<file path="config.mk">
export PLATFORM = sky130hd
export DESIGN_NAME = bicubic_sched
export DESIGN_NICKNAME = d
export VERILOG_FILES = /design/src/rtl/bicubic_pkg.sv /design/src/rtl/bicubic_frac_div.sv /design/src/rtl/bicubic_sched.sv
export SDC_FILE = /design/constraint.sdc
export NUM_CORES = 1
export LEC_CHECK = 0
export CAP_MARGIN = 40
export CORE_ASPECT_RATIO = 0.9
export CORE_MARGIN = 2
export CORE_UTILIZATION = 62
export CTS_CLUSTER_DIAMETER = 60
export DETAILED_ROUTE_END_ITERATION = 8
export PLACE_DENSITY_LB_ADDON = 0.05
export SYNTH_ARGS = -nofsm -noshare
export SYNTH_HDL_FRONTEND = slang
export SYNTH_SLANG_ARGS = --single-unit
</file>
<file path="constraint.sdc">
create_clock -name clk -period 14.4 [get_ports clk]
set_input_delay 3.6 -clock clk [delete_from_list [all_inputs] [get_ports clk]]
set_output_delay 3.6 -clock clk [all_outputs]
set_load 0.005 [all_outputs]
</file>
<file path="src/rtl/bicubic_pkg.sv">
// bicubic_pkg: shared widths, image geometry, FSM states and the
// coordinate clamp used by the bicubic tap scheduler.
package bicubic_pkg;

  localparam int IMG_W  = 100;
  localparam int IMG_H  = 100;
  localparam int CRD_W  = 7;
  localparam int ADDR_W = 14;
  localparam int PH_W   = 8;

  typedef logic [CRD_W-1:0]  crd_t;
  typedef logic [ADDR_W-1:0] addr_t;

  typedef enum logic [3:0] {
    IDLE, SETUP, DIV, FETCH, LAUNCH,
    WAIT, WRITE, NEXT, FIN
  } state_t;

  // s is coordinate+1, so clamp(s-1) to [0, lim-1] without signed math
  function automatic crd_t clamp(
    input logic [8:0] s,
    input int         lim
  );
    if (s == 9'd0)
      return '0;
    else if (int'(s) > lim)
      return crd_t'(lim - 1);
    else
      return crd_t'(s - 9'd1);
  endfunction

endpackage

</file>
<file path="src/rtl/bicubic_frac_div.sv">
// bicubic_frac_div: 8-step restoring divider giving floor(num*256/den)
// for num < den; den == 0 yields 0.
module bicubic_frac_div
  import bicubic_pkg::*;
(
  input  logic            clk,
  input  logic            rst_n,
  input  logic            start,
  input  logic [CRD_W-1:0] num,
  input  logic [CRD_W-1:0] den,
  output logic [PH_W-1:0] q,
  output logic            valid
);

  logic [2:0]     r_cnt;
  crd_t           r_rem;
  logic [CRD_W:0] w_sh;
  logic           w_ge;
  crd_t           w_rem;

  // first quotient bit is produced in the start cycle itself
  assign w_sh  = {(start ? num : r_rem), 1'b0};
  assign w_ge  = (den != '0) && (w_sh >= {1'b0, den});
  assign w_rem = w_ge ? crd_t'(w_sh - {1'b0, den})
                      : w_sh[CRD_W-1:0];

  always_ff @(posedge clk or negedge rst_n) begin
    if (!rst_n) begin
      r_cnt <= '0;
      r_rem <= '0;
      q     <= '0;
      valid <= 1'b0;
    end else begin
      valid <= 1'b0;
      if (start) begin
        r_cnt <= 3'd7;
        r_rem <= w_rem;
        q     <= {{(PH_W-1){1'b0}}, w_ge};
      end else if (r_cnt != '0) begin
        r_cnt <= r_cnt - 3'd1;
        r_rem <= w_rem;
        q     <= {q[PH_W-2:0], w_ge};
        valid <= (r_cnt == 3'd1);
      end
    end
  end

endmodule

</file>
<file path="src/rtl/bicubic_sched.sv">
// bicubic_sched: walks the target raster, derives source position and
// phase by DDA, fetches 4x4 taps into the engine and writes results.
module bicubic_sched
  import bicubic_pkg::*;
#(
  parameter int IMG_W       = bicubic_pkg::IMG_W,
  parameter int IMG_H       = bicubic_pkg::IMG_H,
  parameter int ENG_TIMEOUT = 0
)(
  input  logic              clk,
  input  logic              rst,
  input  logic              start,
  input  logic [CRD_W-1:0]  h0,
  input  logic [CRD_W-1:0]  v0,
  input  logic [CRD_W-1:0]  sw,
  input  logic [CRD_W-1:0]  sh,
  input  logic [CRD_W-1:0]  tw,
  input  logic [CRD_W-1:0]  th,
  output logic              img_ren,
  output logic [ADDR_W-1:0] img_addr,
  input  logic [7:0]        img_rdata,
  output logic              eng_ld,
  output logic [3:0]        eng_idx,
  output logic [7:0]        eng_px,
  output logic [PH_W-1:0]   eng_fx,
  output logic [PH_W-1:0]   eng_fy,
  output logic              eng_start,
  input  logic              eng_done,
  input  logic [7:0]        eng_result,
  output logic              res_wen,
  output logic [ADDR_W-1:0] res_addr,
  output logic [7:0]        res_wdata,
  output logic              busy,
  output logic              done
);

  if (ENG_TIMEOUT < 0) begin : g_chk
    $error("ENG_TIMEOUT must be non-negative");
  end

  state_t         r_state;
  crd_t           r_h0, r_v0, r_sw, r_sh, r_tw, r_th;
  crd_t           r_tx, r_ty, r_ix, r_iy;
  logic [CRD_W:0] r_nx, r_ny;
  logic [4:0]     r_cnt;
  logic           r_adv;
  addr_t          r_oaddr;

  crd_t            w_denx, w_deny, w_stpx, w_stpy;
  logic            w_dstart, w_dvalid, w_last;
  crd_t            w_dnum, w_dden;
  logic [PH_W-1:0] w_dq;
  logic [3:0]      w_tk;
  logic [8:0]      w_cs, w_rs;
  crd_t            w_col, w_row;
  addr_t           w_taddr;

  assign w_denx = r_tw - 7'd1;
  assign w_deny = r_th - 7'd1;
  // a single-pixel axis never steps
  assign w_stpx = (w_denx == '0) ? '0 : r_sw - 7'd1;
  assign w_stpy = (w_deny == '0) ? '0 : r_sh - 7'd1;
  assign w_last = (r_tx == w_denx) && (r_ty == w_deny);

  assign w_dstart = (r_state == DIV) && (r_cnt[2:0] == 3'd0);
  assign w_dnum   = r_cnt[3] ? r_ny[CRD_W-1:0] : r_nx[CRD_W-1:0];
  assign w_dden   = r_cnt[3] ? w_deny : w_denx;

  assign w_tk    = (r_state == DIV) ? 4'd0 : r_cnt[3:0] + 4'd1;
  assign w_cs    = 9'(r_h0) + 9'(r_ix) + 9'(w_tk[1:0]);
  assign w_rs    = 9'(r_v0) + 9'(r_iy) + 9'(w_tk[3:2]);
  assign w_col   = clamp(w_cs, IMG_W);
  assign w_row   = clamp(w_rs, IMG_H);
  assign w_taddr = addr_t'(w_row) * addr_t'(IMG_W) + addr_t'(w_col);

  assign busy   = (r_state != IDLE);
  assign eng_px = eng_ld ? img_rdata : 8'h00;

  bicubic_frac_div u_div (
    .clk   (clk),
    .rst_n (rst),
    .start (w_dstart),
    .num   (w_dnum),
    .den   (w_dden),
    .q     (w_dq),
    .valid (w_dvalid)
  );

  always_ff @(posedge clk or negedge rst) begin
    if (!rst) begin
      r_state <= IDLE;
      {r_h0, r_v0, r_sw, r_sh, r_tw, r_th} <= '0;
      {r_tx, r_ty, r_ix, r_iy} <= '0;
      r_nx <= '0; r_ny <= '0;
      r_cnt <= '0; r_adv <= 1'b0; r_oaddr <= '0;
      img_ren <= 1'b0; img_addr <= '0;
      eng_ld <= 1'b0; eng_idx <= '0;
      eng_fx <= '0; eng_fy <= '0; eng_start <= 1'b0;
      res_wen <= 1'b0; res_addr <= '0; res_wdata <= '0;
      done <= 1'b0;
    end else begin
      img_ren   <= 1'b0;
      eng_ld    <= 1'b0;
      eng_start <= 1'b0;
      res_wen   <= 1'b0;
      done      <= 1'b0;
      unique case (r_state)
        IDLE: if (start) r_state <= SETUP;
        SETUP: begin
          {r_h0, r_v0, r_sw, r_sh, r_tw, r_th} <= {h0, v0, sw, sh, tw, th};
          {r_tx, r_ty, r_ix, r_iy} <= '0;
          r_nx <= '0; r_ny <= '0;
          r_oaddr <= '0; r_cnt <= '0;
          r_state <= DIV;
        end
        DIV: begin
          r_cnt <= r_cnt + 5'd1;
          if (w_dvalid) eng_fx <= w_dq;
          if (r_cnt == 5'd15) begin
            r_cnt    <= '0;
            img_ren  <= 1'b1;
            img_addr <= w_taddr;
            r_state  <= FETCH;
          end
        end
        FETCH: begin
          r_cnt <= r_cnt + 5'd1;
          if (w_dvalid) eng_fy <= w_dq;
          if (r_cnt < 5'd15) begin
            img_ren  <= 1'b1;
            img_addr <= w_taddr;
          end
          if (r_cnt < 5'd16) begin
            eng_ld  <= 1'b1;
            eng_idx <= r_cnt[3:0];
          end else begin
            eng_start <= 1'b1;
            r_state   <= LAUNCH;
          end
        end
        LAUNCH: r_state <= WAIT;
        WAIT: if (eng_done) begin
          res_wen   <= 1'b1;
          res_wdata <= eng_result;
          res_addr  <= r_oaddr;
          r_state   <= WRITE;
        end
        WRITE: r_state <= NEXT;
        NEXT: begin
          if (!r_adv) begin
            r_adv   <= 1'b1;
            r_oaddr <= r_oaddr + 14'd1;
            if (w_last) begin
              r_adv   <= 1'b0;
              done    <= 1'b1;
              r_state <= FIN;
            end else if (r_tx == w_denx) begin
              r_tx <= '0; r_ix <= '0; r_nx <= '0;
              r_ty <= r_ty + 7'd1;
              r_ny <= r_ny + {1'b0, w_stpy};
            end else begin
              r_tx <= r_tx + 7'd1;
              r_nx <= r_nx + {1'b0, w_stpx};
            end
          // normalise one subtraction per cycle until both fractions fit
          end else if (w_denx != '0 && r_nx >= {1'b0, w_denx}) begin
            r_nx <= r_nx - {1'b0, w_denx};
            r_ix <= r_ix + 7'd1;
          end else if (w_deny != '0 && r_ny >= {1'b0, w_deny}) begin
            r_ny <= r_ny - {1'b0, w_deny};
            r_iy <= r_iy + 7'd1;
          end else begin
            r_adv   <= 1'b0;
            r_cnt   <= '0;
            r_state <= DIV;
          end
        end
        FIN: r_state <= IDLE;
        default: r_state <= IDLE;
      endcase
    end
  end

endmodule

</file>
==> summary.txt, run 1 <==
Outcome
  – Status: finished, final reports clean

GRT
  – GR Util met2: 0.4469
  – M3 GR Usage: 0.04184
  – Congestion Overflow GR: 0
  – Busiest grt layer: met2
  – Largest net degree at the start of global routing: 82
  – Global-route wire length before repair: 45960 um
  – GRT Overall Usage: 0.2686
  – Initial antenna violation count: 0
  – Vias in the first global route: 9472
  – GR Util met1: 0.3686

Detailed routing
  – Wire per inst: 16.17 um
  – Total wire length: 27710 um
  – Vias: 9881
  – ANT nets after route: 0
  – Drt first pass iters: 4
  – Starting DRT DRC Count: 618
  – Post-DR vias/cell: 5.765
  – Drt drc: 0

Placed design
  – Port bufs: around 130
  – HPWL after DPL: 20110 um
  – Post-Place Setup Slack: 6121 ps
  – Final Wtd Congestion: 0.8988

Synth
  – Synth Area in Simple Gates: 0.1995
  – Compound-Gate Fraction of Synth Area: 0.1201
  – Combinational family with the most area after synthesis: simple AND/OR/NAND/NOR gates
  – Synth Cell Area: 0.01233 mm2
  – Syn nets: 1523
  – #FFs+latches synth: 190
  – Mux contribution to synthesized area: 0.04466
  – Share of flip-flops with an asynchronous set or reset: 1.000
  – Netlist cell types: 75
  – Register area share after synthesis: 0.3857
  – EDFF count, synth: 0
  – Ys flop type: dfrtp_1
  – Yosys warnings: 0
  – Mean Syn Cell Area: 9.213 um2
  – Post-Synth XOR/XNOR Area: 0.08506
  – Post-Syn Instances: 1338
  – Synth Area in Adders: 0.1334

STA
  – Final Max Slew Viols: 0
  – Setup repair after global routing missed its margin: false
  – Relative max-transition margin: 0.3877
  – Setup ws final: approximately 6000 ps
  – Setup TNS: 0 ps
  – Tmin final: ~8300 ps
  – Max Fclk: about 120 MHz
  – Hold Fails Final Rpt: 0
  – Fin crit share: 0.5746
  – Final setup vio count: 0
  – Worst-case clock skew: 12.37 ps
  – Worst-margin pin slew: 915.1 ps

Critical path
  – Worst flop-to-flop path endpoint: img_addr[13]
  – FF-to-FF path depth: 27
  – Worst Setup End Kind: output pin
  – Reg2Reg Launch Point: r_state[0]
  – Reg2reg setup slack: 7410 ps
  – Critical path class: in -> out
  – Critical Path AT: 4670 ps
  – Worst EP required: between 10000 and 15000 ps
  – Top fanout value on the critical path: 1
  – Worst setup SP type: input pin
  – Worst setup path start: img_rdata[5]
  – Setup crit end: eng_px[5]

Final layout
  – Finished Core Util: 0.7486
  – Area Overhead vs Synth: 17.44%
  – Layout cell share with drive strength beyond 1: 0.06489
  – Net count, final: 1636
  – Antenna Cells: 0

CTS
  – Post_cts resized: 0
  – H-tree levels: 4
  – Clk slew on worst S/H paths: 80 ps
  – CTS sink cnt: 190
  – CTS Root Cell: clkbuf_16
  – Max clock buf depth: 2
  – CTS tree: done
  – # hold bufs at CTS: 0
  – CTS buffer count: 17
  – Worst skew pair latency: ~450 ps
  – Number of buffers added for setup after CTS: 0

Flow run
  – Max_cap viols: 0

Floorplanning
  – FP Rows: 48
  – DIE AREA: around 0.021 mm2
  – Core area: 0.01934 mm2
  – Height of the die: 137.8 um
  – Starting Density: 0.6374
  – Io pins: 132
  – Chip width: 152.6 um

Min path
  – Worst Hold Class: reg -> reg
==> worst min-delay path by stage <==
| stage | cells past startpoint | end | start |
|---|---|---|---|
| after floorplan | 2 | u_div.r_rem[6] | u_div.r_rem[6] |
| after global placement | 2 | res_wdata[2] | res_wdata[2] |
| after detailed placement | 2 | res_addr[1] | res_addr[1] |
| after CTS | 2 | res_addr[4] | res_addr[4] |
| after global routing | 2 | res_wdata[4] | res_wdata[4] |
| final | 2 | res_wdata[0] | res_wdata[0] |
==> cells in the final DEF, fill, tap and decap left out, drive strengths merged, types with 8 or more instances in the layout <==
cell type / count
and2: 11
a31oi: 8
a21oi: 49
xor2: 47
nand4: 18
a211oi: 12
fa: 14
inv: 61
nor2b: 15
mux2: 32
nor3: 24
or3: 9
and3: 12
o21a: 8
dfrtp: 190
mux2i: 19
clkbuf: 18
o21ai: 76
nand2b: 16
buf: 8
a21o: 25
clkdlybuf4s50: 130
o21bai: 9
nand3: 22
ha: 109
o31ai: 9
nand2: 270
nor2: 110
xnor2: 51
==> cell families (layout without fill, tap and decap cells) <==
logic type,Yosys count,count (layout)
xor gates and xnor gates,106,106
adders and majority gates,123,123
DFF,190,190
muxes,51,51
AOI/OAI and AO/OA,233,233
and+or+nand+nor,538,538
buffers and inverters,97,223
==> layout make-up <==
type	instances	area, um2
repair buffers	139	1415
well taps	250	312.8
clock buffers	17	425.4
fillers	1440	4862
multi-input cells	1051	7186
inverters	52	195.2
flip-flops and latches	190	4755
clock inverters	15	187.7
==> synth_stat cells (8+ instances only) <==
| master | n | share of area |
|---|---|---|
| mux2_2 | 32 | 0.029 |
| o21a_1 | 8 | 0.0049 |
| nand2_1 | 270 | 0.082 |
| mux2i_1 | 19 | 0.015 |
| ha_1 | 109 | 0.11 |
| xnor2_1 | 51 | 0.036 |
| a31oi_1 | 8 | 0.0041 |
| and3_1 | 11 | 0.0056 |
| nor3_1 | 23 | 0.0093 |
| xor2_1 | 46 | 0.033 |
| o31ai_1 | 8 | 0.0049 |
| nor2_1 | 109 | 0.033 |
| inv_1 | 52 | 0.016 |
| or3_1 | 8 | 0.0041 |
| dfrtp_1 | 190 | 0.39 |
| a21o_1 | 25 | 0.015 |
| and2_1 | 11 | 0.0056 |
| o21ai_0 | 73 | 0.030 |
| nand3_1 | 22 | 0.0089 |
| a211oi_1 | 12 | 0.0073 |
| nor2b_1 | 15 | 0.0076 |
| clkbuf_1 | 33 | 0.010 |
| nand4_1 | 18 | 0.0091 |
| a21oi_1 | 49 | 0.020 |
| fa_1 | 14 | 0.023 |
| nand2b_1 | 16 | 0.0081 |
| o21bai_1 | 9 | 0.0055 |
==> sequential cells by signal, indices dropped and copies added (netlist names), 5 cells and up <==
register and flops:
r_oaddr 14, r_tw 7, r_nx 8, eng_fx 8, r_ix 7, r_tx 7, r_ny 8, r_iy 7
u_div.q 8, r_h0 7, u_div.r_rem 7, r_sw 7, r_th 7, res_wdata 8, r_ty 7, r_sh 7
r_cnt 5, img_addr 14, eng_fy 8, res_addr 14, r_v0 7
==> critical path, stage by stage <==
cell and delay [ps]:
clkdlybuf4s50_1 460, and2_1 120, clkdlybuf4s50_1 490
==> routing by layer <==
metal / part of all wire / vias to the layer above
li1: - / 4815
met1: 0.46 / 4767
met2: 0.48 / 266
met3: 0.049 / 33
met4: 0.016 / 0
met5: 0 / -
==> metrics by stage <==
| stage | instance area (um2) | hold slack, ps | cells |
|---|---|---|---|
| 5_1_grt | 14480 | 496.9 | 1714 |
| 4_1_cts | 14470 | 481.5 | 1713 |
| 6_report | 14480 | 476.4 | 1714 |
| 3_5_place_dp | 13860 | 460.8 | 1681 |
| 2_1_floorplan | 12330 | 445.8 | 1338 |
| 3_3_place_gp | 13800 | 458.0 | 1679 |
Power of run 1 is left out: the tool's default activity adds up to more than one toggle a clock period on the data nets, which glitch-free logic cannot reach.
==> run 2, diff against run 1 <==
--- a/config.mk
+++ b/config.mk
@@ -8,7 +8,7 @@
 export CAP_MARGIN = 40
 export CORE_ASPECT_RATIO = 0.9
 export CORE_MARGIN = 2
-export CORE_UTILIZATION = 62
+export CORE_UTILIZATION = 52
 export CTS_CLUSTER_DIAMETER = 60
 export DETAILED_ROUTE_END_ITERATION = 8
 export PLACE_DENSITY_LB_ADDON = 0.05
==> constraint.sdc (replaced) <==
create_clock -name clk -period 7.6 [get_ports clk]
set_input_delay 1.9 -clock clk [delete_from_list [all_inputs] [get_ports clk]]
set_output_delay 1.9 -clock clk [all_outputs]
set_load 0.005 [all_outputs]
==> summary.txt, run 2 (synthesis results as in run 1) <==
Placed design
  – HPWL after DPL: 20470 um (+1.8%)
  – Final Wtd Congestion: 0.9028 (+0.45%)
  – Port bufs: 131 (unchanged)

Detailed routing
  – Drt drc: 0 (unchanged)
  – ANT nets after route: 0 (unchanged)
  – Post-DR vias/cell: 5.514 (-4.3%)
  – Wire per inst: 15.59 um (-3.6%)
  – Total wire length: 27570 um (-0.51%)
  – Vias: 9749 (-1.3%)
  – Drt first pass iters: 6 (+2)
  – Starting DRT DRC Count: 583 (-5.7%)

Final layout
  – Area Overhead vs Synth: 18.45%
  – Commonest non-fill, non-tap cell in the layout: nand2_1
  – Antenna Cells: 0 (unchanged)
  – Net count, final: 1638 (+0.12%)
  – Layout cell share with drive strength beyond 1: 0.06617 (+0.001276)
  – Most frequent cells in the layout: nand2_1, dfrtp_1, clkdlybuf4s50_1
  – Top Registers: img_addr (14), r_oaddr (14), res_addr (14)

CTS
  – CTS sink cnt: 190 (unchanged)
  – CTS buffer count: 17 (unchanged)
  – Max clock buf depth: 2 (unchanged)
  – CTS Root Cell: clkbuf_16
  – Clk slew on worst S/H paths: 90 ps (about the same)
  – H-tree levels: 4 (unchanged)
  – CTS tree: done
  – # hold bufs at CTS: 0 (unchanged)
  – Post_cts resized: 0 (unchanged)
  – Worst skew pair latency: 450 ps (about the same)
  – Number of buffers added for setup after CTS: 0 (unchanged)

Critical path
  – Worst Setup End Kind: flip-flop
  – Worst setup path start: r_state[0]
  – Critical path class: reg -> reg
  – Worst setup SP type: flip-flop
  – Critical Path AT: 7010 ps (+2340 ps)
  – Most common cell on crit path: ha_1
  – Top fanout value on the critical path: 10 (+9)
  – FF-to-FF path depth: 28 (+3.7%)
  – Worst flop-to-flop path endpoint: img_addr[13]
  – Reg2reg setup slack: 970 ps (-6440 ps)
  – CP max stage cell: dfrtp_1
  – Reg2Reg Launch Point: r_state[0]
  – CP peak stage delay: 480 ps (about the same)
  – Worst EP required: 7980 ps (-2820 ps)
  – Setup crit end: img_addr[13]

Outcome
  – Status: finished, final reports clean

Floorplanning
  – DIE AREA: 0.02496 mm2 (+19%)
  – Io pins: 132 (unchanged)
  – FP Rows: 53 (+10%)
  – Chip width: 166.3 um (+9.0%)
  – Starting Density: 0.5281 (-0.1093)
  – Height of the die: 150.1 um (+8.9%)
  – Core area: 0.02334 mm2 (+21%)

STA
  – Tmin final: about 6600 ps
  – Fin crit share: 0.8725
  – Setup TNS: 0 ps (unchanged)
  – Worst-margin pin slew: 941.7 ps (+26.62 ps)
  – Worst-case clock skew: 15.60 ps (+3.235 ps)
  – Relative max-transition margin: 0.3699 (-0.01781)
  – Max Fclk: 150.8 MHz
  – Setup repair after global routing missed its margin: false
  – Hold Fails Final Rpt: 0 (unchanged)
  – Final setup vio count: 0 (unchanged)
  – Final Max Slew Viols: 0 (unchanged)

GRT
  – Global-route wire length before repair: 47000 um (+2.3%)
  – Vias in the first global route: 9366 (-1.1%)
  – Largest net degree at the start of global routing: 78 (-4.9%)
  – Initial antenna violation count: 1 (+1)
  – GRT Overall Usage: 0.2304 (-0.03822)
  – Congestion Overflow GR: 0 (unchanged)

Flow run
  – Max_cap viols: 0 (unchanged)

Min path
  – Worst Hold Class: reg -> reg
-- run 2: cell count changes in the layout (fill, tap and decap cells not counted), sizes merged --
cell,before,now
buf,8,10
clkinv,5,7
bufinv,1,0
inv,61,60
-- run 2: worst min-delay path by stage --
stage,cells past startpoint,startpoint,end
2_1_floorplan,2,u_div.r_rem[6],u_div.r_rem[6]
3_5_place_dp,2,res_addr[2],res_addr[2]
3_3_place_gp,2,res_wdata[6],res_wdata[6]
6_report,2,res_addr[4],res_addr[4]
5_1_grt,2,res_wdata[3],res_wdata[3]
4_1_cts,2,res_addr[4],res_addr[4]
-- run 2: area by class of cell --
| type | count | area, um2 |
|---|---|---|
| inverters | 52 | 195.2 |
| well taps | 302 | 377.9 |
| multi-input cells | 1051 | 7186 |
| clock inverters | 15 | 232.7 |
| repair buffers | 141 | 1430 |
| flip-flops and latches | 190 | 4755 |
| fillers | 2013 | 8741 |
| clock buffers | 17 | 425.4 |
-- run 2: worst max-delay path: cells and delay by family (launching register included) --
family	cells	cell delay [ps]
fa+ha+maj	7	2380
simple gates	6	1000
compound gates	10	1970
xor+xnor	2	400
buf+inv	3	320
flops	1	480
-- run 2: stage by stage --
| stage | instances | area [um2] | hold slack [ps] | setup WS, ps | utilization |
|---|---|---|---|---|---|
| final | 1768 | 14600 | 476.2 | 969.3 | 0.6255 |
| after global routing | 1768 | 14600 | 497.9 | 350.0 | 0.6255 |
| after CTS | 1768 | 14600 | 482.7 | 970.2 | 0.6255 |
| after detailed placement | 1736 | 13940 | 461.8 | 1009 | 0.5973 |
| after global placement | 1734 | 13890 | 457.7 | 1226 | 0.5950 |
| after floorplan | 1338 | 12330 | 445.8 | 1202 | - |
-- run 2: layer usage --
metal / track usage / vias to the layer above / wire (um)
li1: - / 4843 / -
met1: 0.3297 / 4637 / 13490
met2: 0.3701 / 226 / 12480
met3: 0.03438 / 43 / 1143
met4: 0.05905 / 0 / 454
met5: 0 / - / 0
Power of run 2 is left out for the same reason.
==> run 3, diff against run 2 <==
--- a/config.mk
+++ b/config.mk
@@ -8,10 +8,11 @@
 export CAP_MARGIN = 40
 export CORE_ASPECT_RATIO = 0.9
 export CORE_MARGIN = 2
-export CORE_UTILIZATION = 52
+export CORE_UTILIZATION = 53
 export CTS_CLUSTER_DIAMETER = 60
 export DETAILED_ROUTE_END_ITERATION = 8
 export PLACE_DENSITY_LB_ADDON = 0.05
 export SYNTH_ARGS = -nofsm -noshare
 export SYNTH_HDL_FRONTEND = slang
+export SYNTH_HIERARCHICAL = 1
 export SYNTH_SLANG_ARGS = --single-unit
==> summary.txt, run 3 <==
CTS
  – Clk slew on worst S/H paths: 80 ps (about the same)
  – CTS buffer count: 17 (unchanged)
  – CTS Root Cell: clkbuf_16
  – CTS tree: done
  – CTS sink cnt: 190 (unchanged)
  – Worst skew pair latency: 450 ps (about the same)
  – Max clock buf depth: 2 (unchanged)
  – # hold bufs at CTS: 0 (unchanged)
  – H-tree levels: 4 (unchanged)

Final layout
  – Design area: 0.01518 mm2 (+3.9%)
  – Area Overhead vs Synth: 16.93%
  – Most frequent cells in the layout: nand2_1, dfrtp_1, clkdlybuf4s50_1
  – Layout cell share with drive strength beyond 1: 0.07407 (+0.007908)
  – Commonest non-fill, non-tap cell in the layout: nand2_1
  – Antenna Cells: 0 (unchanged)
  – Top Registers: img_addr (14), r_oaddr (14), res_addr (14)
  – Finished Core Util: 0.6292 (+0.003679)
  – Net count, final: 1711 (+4.5%)

Placed design
  – Placement Cell Area: 0.01456 mm2 (+4.4%)
  – Port bufs: 131 (unchanged)
  – Final Wtd Congestion: 0.8957 (-0.79%)
  – HPWL after DPL: 22590 um (+10%)

STA
  – Hold Fails Final Rpt: 0 (unchanged)
  – Final Max Slew Viols: 0 (unchanged)
  – Setup repair after global routing missed its margin: false
  – Tmin final: 7118 ps (+487.1 ps)
  – Relative max-transition margin: 0.3807 (+0.01077)
  – Setup TNS: 0 ps (unchanged)
  – Final setup vio count: 0 (unchanged)
  – Max Fclk: 140.5 MHz (-6.8%)
  – Worst-case clock skew: 16.64 ps (+1.035 ps)
  – Worst-margin pin slew: 917.4 ps (-24.32 ps)
  – Fin crit share: 0.9366 (+0.06410)

Critical path
  – Top fanout value on the critical path: 10 (unchanged)
  – CP peak stage delay: 500 ps (+20 ps)
  – Worst EP required: 7920 ps (-60 ps)
  – Critical path class: reg -> reg
  – Cell family with most CP delay: adder cells
  – Worst setup SP type: flip-flop
  – Critical Path AT: 7440 ps (+430 ps)
  – Most common cell on crit path: ha_1
  – CP max stage cell: fa_1
  – CP Buf/Inv Count: 1 (-2)
  – Worst Setup End Kind: flip-flop

GRT
  – Largest net degree at the start of global routing: 74 (-5.1%)
  – Initial antenna violation count: 0 (-1)
  – Global-route wire length before repair: 51030 um (+8.6%)
  – Vias in the first global route: 10071 (+7.5%)
  – GRT Overall Usage: 0.2438 (+0.01344)
  – Congestion Overflow GR: 0 (unchanged)

Detailed routing
  – Total wire length: 30340 um (+10%)
  – Drt first pass iters: 6 (unchanged)
  – Wire per inst: 16.43 um (+5.4%)
  – Starting DRT DRC Count: 776 (+33%)
  – Drt drc: 0 (unchanged)
  – Post-DR vias/cell: 5.628 (+2.1%)
  – ANT nets after route: 0 (unchanged)
  – Vias: 10395 (+6.6%)

Synth
  – Syn nets: 1600 (+5.1%)
  – Area share of the largest cell type after synthesis: 0.3663 (-0.01941)
  – Share of flip-flops with an asynchronous set or reset: 1.000 (unchanged)
  – Post-Syn Instances: 1415 (+5.8%)
  – #FFs+latches synth: 190 (unchanged)
  – EDFF count, synth: 0 (unchanged)
  – Synth area leaders: dfrtp_1, ha_1, nand2_1, mux2_2, xnor2_1
  – Netlist cell types: 90 (+20%)
  – Most common cell in the netlist: nand2_1
  – Yosys warnings: 6 (+6)
  – Dominant cell type by area after synthesis: dfrtp_1
  – Register area share after synthesis: 0.3663 (-0.01941)
  – Mean Syn Cell Area: 9.173 um2 (-0.43%)
  – Top cells by count, synth: nand2_1, dfrtp_1, ha_1, nor2_1, o21ai_0
  – Ys flop type: dfrtp_1
  – Synth Cell Area: 0.01298 mm2 (+5.3%)

Floorplanning
  – Io pins: 132 (unchanged)
  – Chip width: 169.0 um (+1.6%)
  – Starting Density: 0.5381 (+0.01004)
  – DIE AREA: 0.02576 mm2 (+3.2%)
  – Core area: 0.02412 mm2 (+3.3%)
  – FP Rows: 54 (+1.9%)
  – Height of the die: 152.5 um (+1.6%)

Outcome
  – Status: finished, final reports clean

Flow run
  – Max_cap viols: 0 (unchanged)

Min path
  – Worst Hold Class: reg -> reg
[run 3: cell count changes after synthesis, sizes merged, moves of 6 or more]
cell / change
and2: +8
buf: +11
inv: +10
mux2: +17
nand2: -22
nand3: +9
nand4: -6
nor2b: +7
nor3: +9
nor4: +6
o211ai: +7
o21a: +6
xor2: -10
[run 3: timing repair]
action	4_1_cts	5_1_grt
setup buffers	0	0
endpoints found under the setup margin	0	1
resized for setup	0	1
[run 3: layout make-up]
class / instances / area, um2
Timing Repair Buffer: 143 / 1425
Multi-Input combinational cell: 1111 / 7761
Tap cell: 308 / 385.4
Clock buffer: 17 / 425.4
Clock inverter: 15 / 188.9
Inverter: 63 / 236.5
Sequential cell: 190 / 4755
Fill cell: 2098 / 8944
[run 3: path summary, 6_finish.rpt]
check                              from            to  slack, ps  cells past startpoint
max                          r_state[0]  img_addr[13]        480                     25
min                        res_wdata[5]  res_wdata[5]        480                      2
max reg2reg                  r_state[0]  img_addr[13]        480                     25
min reg2reg                res_wdata[5]  res_wdata[5]        480                      2
max in group asynchronous           rst    r_state[3]       5110                      3
min in group asynchronous           rst  img_addr[11]       1420                      1
[run 3: worst reg2reg max path: stages (launching register included)]
cell,delay [ps]
dfrtp_1,480
nand2b_1,180
or3_1,220
o21ai_0,160
fa_1,500
inv_1,40
ha_1,210
fa_1,400
a21o_1,200
a21oi_1,280
o21bai_1,110
a21o_1,210
a221oi_2,460
o21ai_0,260
nor2_1,300
ha_1,290
ha_1,320
fa_1,480
ha_1,360
a21o_1,210
a311o_1,340
a21oi_1,180
xnor2_1,170
nor4bb_1,410
xnor2_1,150
o21ai_0,80
[run 3: cell families after synthesis]
logic type,after synthesis,synth area share
buf+inv,114,0.03673
xor+xnor,93,0.06921
fa+ha+maj,123,0.1267
flops,190,0.3663
compound gates,287,0.1493
simple gates,539,0.1936
mux,69,0.05822
[run 3: layer usage]
layer | wire, um | GRT usage | vias up
met2 | 14080 | 0.3972 | 247
li1 | - | - | 5195
met4 | 546 | 0.06158 | 0
met3 | 1183 | 0.03740 | 41
met5 | 0 | 0 | -
met1 | 14540 | 0.3423 | 4912
[run 3: metrics by stage]
| step | hold slack, ps | setup WS (ps) | cells |
|---|---|---|---|
| after global placement | 456.4 | 640.8 | 1813 |
| after CTS | 482.4 | 283.8 | 1847 |
| after floorplan | 447.8 | 792.8 | 1415 |
| final | 476.3 | 482.2 | 1847 |
| after detailed placement | 462.0 | 290.7 | 1815 |
| after global routing | 503.1 | 63.75 | 1847 |
Power of run 3 is left out for the same reason.
